$ cat src/rtl/ddr2_app_arbiter.sv
// ---------------------------------------------------------------------------
// ddr2_app_arbiter
//
// Shares the single MIG DDR2 application interface between one write
// requester and one read requester. Each held request is granted, turned
// into a correctly handshaked MIG command and acknowledged with a
// one-cycle pulse. A write command is issued together with its single data
// beat. The read-return path registers MIG read data and tracks the number
// of reads in flight, so reads stall once MAX_RD_OUT are outstanding.
//
// Ports
//   clk_in              ui_clk; all logic on the rising edge
//   rst                 asynchronous active-high reset (ui_clk_sync_rst)
//   init_calib_complete MIG calibration done; no grants until it is high
//   wr_req/wr_addr/wr_data  write request, held until wr_ack
//   wr_ack              1-cycle pulse: command and data both taken by MIG
//   rd_req/rd_addr      read request, held until rd_ack
//   rd_ack              1-cycle pulse: read command taken by MIG
//   rd_data/rd_valid    app_rd_data/app_rd_data_valid delayed one cycle
//   rd_outstanding      reads issued but not yet returned
//   app_*               MIG user interface (command, write data, read data)
// ---------------------------------------------------------------------------
module ddr2_app_arbiter #(
    parameter int ADDR_W     = 27,
    parameter int DATA_W     = 128,
    parameter int MAX_BURST  = 8,
    parameter int MAX_RD_OUT = 16
) (
    input  logic                              clk_in,
    input  logic                              rst,
    input  logic                              init_calib_complete,
    input  logic                              wr_req,
    input  logic [ADDR_W-1:0]                 wr_addr,
    input  logic [DATA_W-1:0]                 wr_data,
    output logic                              wr_ack,
    input  logic                              rd_req,
    input  logic [ADDR_W-1:0]                 rd_addr,
    output logic                              rd_ack,
    output logic [DATA_W-1:0]                 rd_data,
    output logic                              rd_valid,
    output logic [$clog2(MAX_RD_OUT+1)-1:0]   rd_outstanding,
    output logic                              app_en,
    output logic [2:0]                        app_cmd,
    output logic [ADDR_W-1:0]                 app_addr,
    output logic [DATA_W-1:0]                 app_wdf_data,
    output logic                              app_wdf_wren,
    output logic                              app_wdf_end,
    input  logic                              app_rdy,
    input  logic                              app_wdf_rdy,
    input  logic [DATA_W-1:0]                 app_rd_data,
    input  logic                              app_rd_data_valid
);

    localparam int CNT_W   = $clog2(MAX_RD_OUT + 1);
    localparam int BURST_W = $clog2(MAX_BURST + 1);

    localparam logic [CNT_W-1:0]   RD_LIMIT    = CNT_W'(MAX_RD_OUT);
    localparam logic [BURST_W-1:0] BURST_LIMIT = BURST_W'(MAX_BURST);

    localparam logic [2:0] CMD_WRITE = 3'b000;
    localparam logic [2:0] CMD_READ  = 3'b001;

    typedef enum logic [1:0] {
        WAIT_CAL = 2'd0,
        IDLE     = 2'd1,
        WR_ISSUE = 2'd2,
        RD_ISSUE = 2'd3
    } state_t;

    typedef enum logic {
        SIDE_WR = 1'b0,
        SIDE_RD = 1'b1
    } side_t;

    state_t              state_reg, state_next;
    side_t               last_grant, last_grant_next;
    logic [BURST_W-1:0]  burst_cnt, burst_cnt_next;

    logic                app_en_next;
    logic [2:0]          app_cmd_next;
    logic [ADDR_W-1:0]   app_addr_next;
    logic [DATA_W-1:0]   app_wdf_data_next;
    logic                app_wdf_wren_next;
    logic                wr_ack_next;
    logic                rd_ack_next;
    logic [CNT_W-1:0]    rd_outstanding_next;
    logic                rd_issued;

    logic                wr_eligible;
    logic                rd_eligible;
    logic                grant_wr;
    logic                grant_rd;
    logic                keep_last;

    // A requester is masked in its own ack cycle: it still holds the request
    // it has just been served for.
    assign wr_eligible = wr_req && !wr_ack;
    assign rd_eligible = rd_req && !rd_ack && (rd_outstanding < RD_LIMIT);

    // Contention: stay with last_grant while a burst is running and under
    // its limit. burst_cnt is 0 only before the first grant after reset; in
    // that case the side opposite last_grant (write) wins.
    assign keep_last = (burst_cnt != '0) && (burst_cnt < BURST_LIMIT);

    always_comb begin : grant_select
        grant_wr = 1'b0;
        grant_rd = 1'b0;
        if (wr_eligible && rd_eligible) begin
            if (keep_last) begin
                grant_wr = (last_grant == SIDE_WR);
            end else begin
                grant_wr = (last_grant == SIDE_RD);
            end
            grant_rd = !grant_wr;
        end else begin
            grant_wr = wr_eligible;
            grant_rd = rd_eligible;
        end
    end

    always_comb begin : fsm_next
        state_next        = state_reg;
        last_grant_next   = last_grant;
        burst_cnt_next    = burst_cnt;
        app_en_next       = app_en;
        app_cmd_next      = app_cmd;
        app_addr_next     = app_addr;
        app_wdf_data_next = app_wdf_data;
        app_wdf_wren_next = app_wdf_wren;
        wr_ack_next       = 1'b0;
        rd_ack_next       = 1'b0;
        rd_issued         = 1'b0;

        case (state_reg)
            WAIT_CAL: begin
                if (init_calib_complete) begin
                    state_next = IDLE;
                end
            end

            IDLE: begin
                if (!init_calib_complete) begin
                    state_next = WAIT_CAL;
                end else if (grant_wr || grant_rd) begin
                    // Burst bookkeeping: saturate so a long single-sided run
                    // cannot wrap the counter back below the limit.
                    if ((grant_wr && last_grant == SIDE_WR) ||
                        (grant_rd && last_grant == SIDE_RD)) begin
                        if (burst_cnt != BURST_LIMIT) begin
                            burst_cnt_next = burst_cnt + BURST_W'(1);
                        end
                    end else begin
                        burst_cnt_next  = BURST_W'(1);
                        last_grant_next = grant_wr ? SIDE_WR : SIDE_RD;
                    end

                    app_en_next = 1'b1;
                    if (grant_wr) begin
                        app_cmd_next      = CMD_WRITE;
                        app_addr_next     = wr_addr;
                        app_wdf_data_next = wr_data;
                        app_wdf_wren_next = 1'b1;
                        state_next        = WR_ISSUE;
                    end else begin
                        app_cmd_next  = CMD_READ;
                        app_addr_next = rd_addr;
                        state_next    = RD_ISSUE;
                    end
                end
            end

            WR_ISSUE: begin
                // Command and data handshakes retire independently; the ack
                // waits until both have been taken.
                if (app_rdy) begin
                    app_en_next = 1'b0;
                end
                if (app_wdf_rdy) begin
                    app_wdf_wren_next = 1'b0;
                end
                if ((!app_en || app_rdy) && (!app_wdf_wren || app_wdf_rdy)) begin
                    wr_ack_next = 1'b1;
                    state_next  = IDLE;
                end
            end

            RD_ISSUE: begin
                if (app_rdy) begin
                    app_en_next = 1'b0;
                    rd_ack_next = 1'b1;
                    rd_issued   = 1'b1;
                    state_next  = IDLE;
                end
            end

            default: begin
                state_next = WAIT_CAL;
            end
        endcase
    end

    // In-flight read counter. A return with nothing outstanding is a
    // protocol error from the MIG side and is ignored (saturate at 0).
    always_comb begin : outstanding_next
        rd_outstanding_next = rd_outstanding;
        if (rd_issued && !(app_rd_data_valid && rd_outstanding != '0)) begin
            rd_outstanding_next = rd_outstanding + CNT_W'(1);
        end else if (!rd_issued && app_rd_data_valid && rd_outstanding != '0) begin
            rd_outstanding_next = rd_outstanding - CNT_W'(1);
        end
    end

    always_ff @(posedge clk_in or posedge rst) begin
        if (rst) begin
            state_reg      <= WAIT_CAL;
            last_grant     <= SIDE_RD;
            burst_cnt      <= '0;
            app_en         <= 1'b0;
            app_cmd        <= CMD_READ;
            app_addr       <= '0;
            app_wdf_data   <= '0;
            app_wdf_wren   <= 1'b0;
            app_wdf_end    <= 1'b0;
            wr_ack         <= 1'b0;
            rd_ack         <= 1'b0;
            rd_data        <= '0;
            rd_valid       <= 1'b0;
            rd_outstanding <= '0;
        end else begin
            state_reg      <= state_next;
            last_grant     <= last_grant_next;
            burst_cnt      <= burst_cnt_next;
            app_en         <= app_en_next;
            app_cmd        <= app_cmd_next;
            app_addr       <= app_addr_next;
            app_wdf_data   <= app_wdf_data_next;
            // Single-beat writes: the end marker always tracks wren.
            app_wdf_wren   <= app_wdf_wren_next;
            app_wdf_end    <= app_wdf_wren_next;
            wr_ack         <= wr_ack_next;
            rd_ack         <= rd_ack_next;
            rd_data        <= app_rd_data;
            rd_valid       <= app_rd_data_valid;
            rd_outstanding <= rd_outstanding_next;
        end
    end

endmodule

$ cat config.mk
export PLATFORM = sky130hd
export DESIGN_NAME = ddr2_app_arbiter
export DESIGN_NICKNAME = d
export VERILOG_FILES = /design/src/rtl/ddr2_app_arbiter.sv
export SDC_FILE = /design/constraint.sdc
export NUM_CORES = 1
export LEC_CHECK = 0
export BUFFER_PORTS_ARGS = -buffer_cell sky130_fd_sc_hd__buf_2
export CAP_MARGIN = 10
export CORE_AREA = 2 2 243 245
export CTS_CLUSTER_DIAMETER = 150
export CTS_CLUSTER_SIZE = 20
export DETAILED_ROUTE_END_ITERATION = 8
export DIE_AREA = 0 0 245 247
export PLACE_DENSITY_LB_ADDON = 0.08
export SYNTH_ARGS = -nofsm -noshare
export SYNTH_HDL_FRONTEND = slang
export SYNTH_SLANG_ARGS = --single-unit
$ cat constraint.sdc
create_clock -name clk_in -period 24.5 [get_ports clk_in]
set_input_delay 3.675 -clock clk_in [delete_from_list [all_inputs] [get_ports clk_in]]
set_output_delay 3.675 -clock clk_in [all_outputs]
set_load 0.02 [all_outputs]
---- Word-level counts from Yosys, hierarchy flattened ----
Cells that the tools add are included.
cells by class
  magnitude comparators ................... 2
  eq/ne operators ......................... 14
  reductions and logical operators ........ 37
  add/subtract/negate cells ............... 3
  bitwise gates (word level) .............. 2
  mux-type cells .......................... 31
operators with widths
  operator                                                                  count
  27-bit two-way mux                                                        1
  4-bit AND reduction                                                       5
  1-bit two-way mux                                                         18
  2-bit inequality test (second input constant)                             7
  1-bit logical AND                                                         12
  2-bit two-way mux                                                         5
  5-bit two-way mux                                                         2
  4-bit two-way mux                                                         2
  2-bit case mux with 4 select lines                                        1
  1-bit zero test                                                           7
  2-bit nonzero test                                                        3
  5-bit by 1-bit adder with 5-bit output (second input constant)            1
  5-bit less-than comparator (second input constant)                        1
  5-bit AND reduction                                                       1
  5-bit nonzero test                                                        1
  5-bit by 1-bit subtractor with 5-bit output (second input constant)       1
  4-bit by 1-bit adder with 4-bit output (second input constant)            1
  2-bit equality test (second input constant)                               2
  1-bit logical OR                                                          4
  4-bit less-than comparator (second input constant)                        1
  2-bit by 1-bit inequality test with 1-bit output (second input constant)  2
  4-bit inequality test (second input constant)                             1
  1-bit case mux with 2 select lines                                        2
  4-bit nonzero test                                                        1
  6 further kinds                                                           7
storage, ports and cells
  output and inout bits ................... 297
  bits in registers ....................... 303
  input port bits ......................... 318

---- Longest topological paths before layout ----
  word-level depth ........................ 11
  gate-level depth with buffers ........... 9
  mapped depth without buffers ............ 8

---- Least setup slack after synthesis ----
Ideal clock, no wire load.
  kind .................................... input to register
  from .................................... input port app_rdy
  to ...................................... register rd_outstanding[4]
  required time ........................... 24.420 ns
  stages on the path ...................... 7
  buffers on the path ..................... 0
  arrival time ............................ 5.065 ns
  path slack .............................. 19.355 ns
  path through ............................ and3_1 > nand2_1 > fa_1 > a21o_1 > a21oi_1 > mux2i_1 > xor2_1
between the ends
  longest elaborated chain between the ends .. 6
  elaborated cells on any way between the ends .. 8
  those cells by class .................... 3 x mux; 5 x reduce/logical
RTL lines
  item                            line  RTL
  from (decl)                     48    input logic app_rdy,
  1-bit two-way mux (*)           188   if (app_rdy) begin
  1-bit two-way mux (*)           134   case (state_reg)
  1-bit zero test                 208   end else if (!rd_issued && app_rd_data_valid && rd_outstanding != '0) begin
  1-bit logical AND (2 in a row)  208
  2-bit nonzero test (no line)    -
  to (signal assigned)            244   rd_outstanding <= rd_outstanding_next;
  to (decl)                       41    output logic [$clog2(MAX_RD_OUT+1)-1:0] rd_outstanding,
Mark *: on every way between the ends. The rest lies on a longest branch, timed or not.
A chain may end at the register's enable or synchronous reset.

---- Worst setup path after layout ----
  from .................................... input port init_calib_complete
  to ...................................... register app_wdf_data[127]
between the ends
  longest elaborated chain between the ends .. 1
RTL lines
  item                           line  RTL
  from (decl)                    31    input logic init_calib_complete,
  4-bit AND reduction (no line)  -
  to (signal assigned)           236   app_wdf_data <= app_wdf_data_next;
  to (decl)                      45    output logic [DATA_W-1:0] app_wdf_data,
Every way passes these cells.

==> impl.org <==
** Run status
- Outcome :: finished clean

** Synth
- Multiplexer share of the synthesized area :: 14.6%
- Cells taking the most area after synthesis :: sky130_fd_sc_hd__dfrtp_1 (73%), sky130_fd_sc_hd__mux2_1 (14%), sky130_fd_sc_hd__a221o_1 (2.6%)
- Seq cells post-synth :: 301
- Of all flip-flops after synthesis, the portion carrying an async set or reset was between 90% and 100%.
- Sequential elements use between 70% and 80% of the synthesized area.
- Average instance area after synthesis :: approximately 17 um2
- Post-synthesis share of cell area spent on full adders, half adders and majority gates :: 0.808%
- Area of the mapped netlist :: ~10000 um2
- Number of enable flip-flop cells after synthesis :: 0
- Prevailing post-synth register cell :: sky130_fd_sc_hd__dfrtp_1
- The synthesized design devotes to its leading area cell type about three quarters of total area.
- Summing the areas of all and, or, nand and nor instances in the mapped netlist gives 3.50% of the synthesized area.
- Commonest cells in the synthesized netlist :: sky130_fd_sc_hd__dfrtp_1 (299), sky130_fd_sc_hd__mux2_1 (131), sky130_fd_sc_hd__nor2b_1 (28)
- Xor/xnor cell area share of the yosys netlist :: 0.588%
- Synthesis handed over a netlist of approximately 600 instances.
- Synthesis instantiated between 40 and 50 different standard cells from the library.
- The synthesized netlist devotes 4.42% of its cell area to compound gates.
- By instance count, the leading cell after synthesis is sky130_fd_sc_hd__dfrtp_1.
- Library cell occupying the most area in the post-synthesis netlist :: sky130_fd_sc_hd__dfrtp_1
- After synthesis, the largest family of logic cells by area is multiplexers.
- The Yosys step of the flow raised 0 warnings.

** Drt
- For this run, design rule violations remaining after detail routing come to 0.
- In this run the remaining antenna-violating nets after routing total 0.
- The routed design has 35600 um of wire.
- After detailed routing, the average wire length per cell comes to about 18 um.
- Number of iterations in the first detailed-routing pass :: 4
- In this run, the number of DRC markers left after iteration 0 of detailed routing was 190.
- Dividing the detail-routed via count by the number of cells gives roughly 3.6.
- Overall via count from detail_route :: ~7.2k

** Setup path
- The critical path is of the input port to flop type.
- For the worst setup path, the data arrival time is between 5000 and 6000 ps.
- Maximum single-stage delay on the critical path :: ~700 ps
- Grouping stages by cell kind, the critical path spends the most delay in buffers and inverters.
- Required time reported for the critical path endpoint :: 24910 ps
- Critical-path cell list :: buf_2 -> nand3b_1 -> a211oi_4 -> buf_4 -> buf_4 -> mux2_1
- In this run the worst path has a maximum fanout of 61.
- STA classifies the critical path endpoint as a flop.
- Most frequent CP cell :: sky130_fd_sc_hd__buf_4
- Count of buffering cells on the critical path with inverters included :: 3
- Slowest cell on the critical path :: sky130_fd_sc_hd__buf_4
- Worst setup SP type :: input port

** STA
- The worst path in the final design needs a cycle of around 5500 ps, including I/O delays and setup.
- Static timing analysis puts the maximum clock frequency at about 180 MHz.
- RSZ-0062 raised after global routing :: false
- Slew at the pin closest to its max-slew limit :: between 900 and 1000 ps
- Setup violations remaining at the end of the flow were counted as 0.
- Number of failing hold endpoints at the final stage :: 0
- Of the available clock period, the critical path in the final layout requires 22.5%.
- Measured against its own limit, the worst slew margin works out to 39.3%.
- Least setup slack across all paths after layout :: ~19000 ps
- Between clock sinks in the finished design, the worst skew comes to 29.5 ps.
- The count of pins over their slew limit was 0.
- Total negative slack for setup checks :: 0 ps

** Clocking
- Number of buffers added by the clock tree synthesis step :: 19
- Worst skew pair latency :: about 550 ps
- CTS built an H-tree with a depth of 1.
- After clock tree synthesis, the setup repair step added 0 buffers.
- In this run, post-CTS hold repair placed 0 buffers.
- Clock tree buffer depth :: 3
- Library cell used as clock root buffer :: sky130_fd_sc_hd__clkbuf_16
- Clock slew at reported path FFs :: roughly 90 ps
- Post-CTS repair changed the size of 0 cells.
- Number of clock sinks seen by CTS :: roughly 300
- CTS tree :: yes

** Worst hold path
- The worst hold path belongs to the class flop to flop.

** Pwr
- Pleak :: around 7.3 nW
- Pwr Density :: about 120 nW/um2
- Across the VDD grid, the largest voltage drop is a little over 0.04 mV.
- Summing internal, switching and leakage power gives ~1.7 mW.

** Floorplan
- Initial standard-cell utilization of the core :: between 15 and 20%
- Row generation in the floorplan step produced 89 rows.
- Die Wd :: 245 um
- Standard cell core area :: around 58000 um2
- ~620 I/O pins were placed.
- Vertical extent of the die :: 247 um
- The die covers between 60000 and 70000 um2.

** GRT
- GRT Total Usage :: about 11%
- Number of global-route vias before repair :: ~7.5k
- For this run the aggregate overflow at the end of global routing stands at 0.
- Wire length of the first global-routing pass :: ~50000 um
- The number of antenna violations at the first check in global routing is 7.
- Entering global routing, the biggest net connects 74 pins.

** Cells and area
- Layout cell share with drive strength beyond 1 :: between 50 and 60%
- The sequential cells in the finished layout cover a total of about 7500 um2.
- Utilization of the core after routing :: 25.2%
- Number of fill cells :: approximately 6.2k
- Multi-input logic area :: between 2000 and 2500 um2
- Registers with the highest flip-flop counts :: app_wdf_data x128, rd_data x128, app_addr x27
- Number of standard cells in the layout, taps in and fillers out :: ~2.0k
- For this run, the post-layout net count is 1535.
- Post-synthesis to final-layout area growth :: 43.7%

** Placed design
- Number of I/O port buffers :: slightly above 600
- Final weighted congestion of routability-driven global placement :: between 0.7 and 0.8
- Placed instance count :: ~2k
- The HPWL after detailed placement is around 27000 um.
- Placement Setup Slack :: about 18000 ps

** Run
- The tool flagged a number of max-cap violations equal to 0.
[through the flow]
stage | instance area, um2 | hold WS, ps
5_1_grt | 14700 | 501
2_1_floorplan | 10200 | 482
4_1_cts | 14700 | 490
3_3_place_gp | 14100 | 462
6_report | 14700 | 482
3_5_place_dp | 14100 | 469
[path summary, 6_finish.rpt]
| check | cells past startpoint | end | slack (ps) | from |
|---|---|---|---|---|
| setup / recovery | 6 | app_wdf_data[127] | 18990 | init_calib_complete |
| hold / removal | 1 | app_wdf_data[38] | 480 | app_wdf_data[38] |
| setup reg to reg | 9 | app_wdf_data[127] | 21260 | burst_cnt[0] |
| hold reg to reg | 1 | app_wdf_data[38] | 480 | app_wdf_data[38] |
| max in group asynchronous | 3 | app_wdf_data[7] | 19960 | rst |
| min in group asynchronous | 2 | rd_data[125] | 3190 | rst |
[cells in the final DEF (no fill, tap or decap), types with 3 or more instances in the layout]
master and count:
sky130_fd_sc_hd__clkbuf_1 13, sky130_fd_sc_hd__mux2_1 131, sky130_fd_sc_hd__nor2_1 6, sky130_fd_sc_hd__dfrtp_1 299, sky130_fd_sc_hd__buf_2 612, sky130_fd_sc_hd__nand2_1 11
sky130_fd_sc_hd__a21oi_1 7, sky130_fd_sc_hd__inv_1 4, sky130_fd_sc_hd__nand2b_1 3, sky130_fd_sc_hd__xor2_1 4, sky130_fd_sc_hd__ha_1 5, sky130_fd_sc_hd__o21ai_0 4
sky130_fd_sc_hd__a21o_1 4, sky130_fd_sc_hd__buf_4 9, sky130_fd_sc_hd__clkbuf_16 19, sky130_fd_sc_hd__a221o_1 27, sky130_fd_sc_hd__diode_2 3, sky130_fd_sc_hd__nor2b_1 28
[power breakdown]
group | switching [mW] | internal [mW] | leakage (nW)
sequential | 0.0748 | 0.649 | 3.57
clock | 0.183 | 0.150 | 0.264
combinational | 0.393 | 0.245 | 3.47
total | 0.651 | 1.04 | 7.31
[per-layer routing]
layer  up-vias  track usage, %  wire [um]
met4         8            3.17        836
met3        37            4.23       3160
met5         -               0         46
li1       3288               -          -
met1      3586            12.7      13200
met2       290            19.8      18400
[cell type report]
cell class / count / share of cell area [%]
multi-input cells: 263 / 16.8
repair buffers: 621 / 21.3
clock inverters: 2 / 0.196
clock buffers: 32 / 3.57
inverters: 5 / 0.179
diodes: 3 / 0.0511
well taps: 773 / 6.59
flip-flops and latches: 301 / 51.3
[logic make-up after synthesis]
logic type      count (synthesis)
fa+ha+maj                       6
simple gates                   62
compound gates                 54
mux                           133
other cells                     1
xor+xnor                        6
buf+inv                        32
flops                         301
No activity file was read; power rests on OpenSTA's default activity.
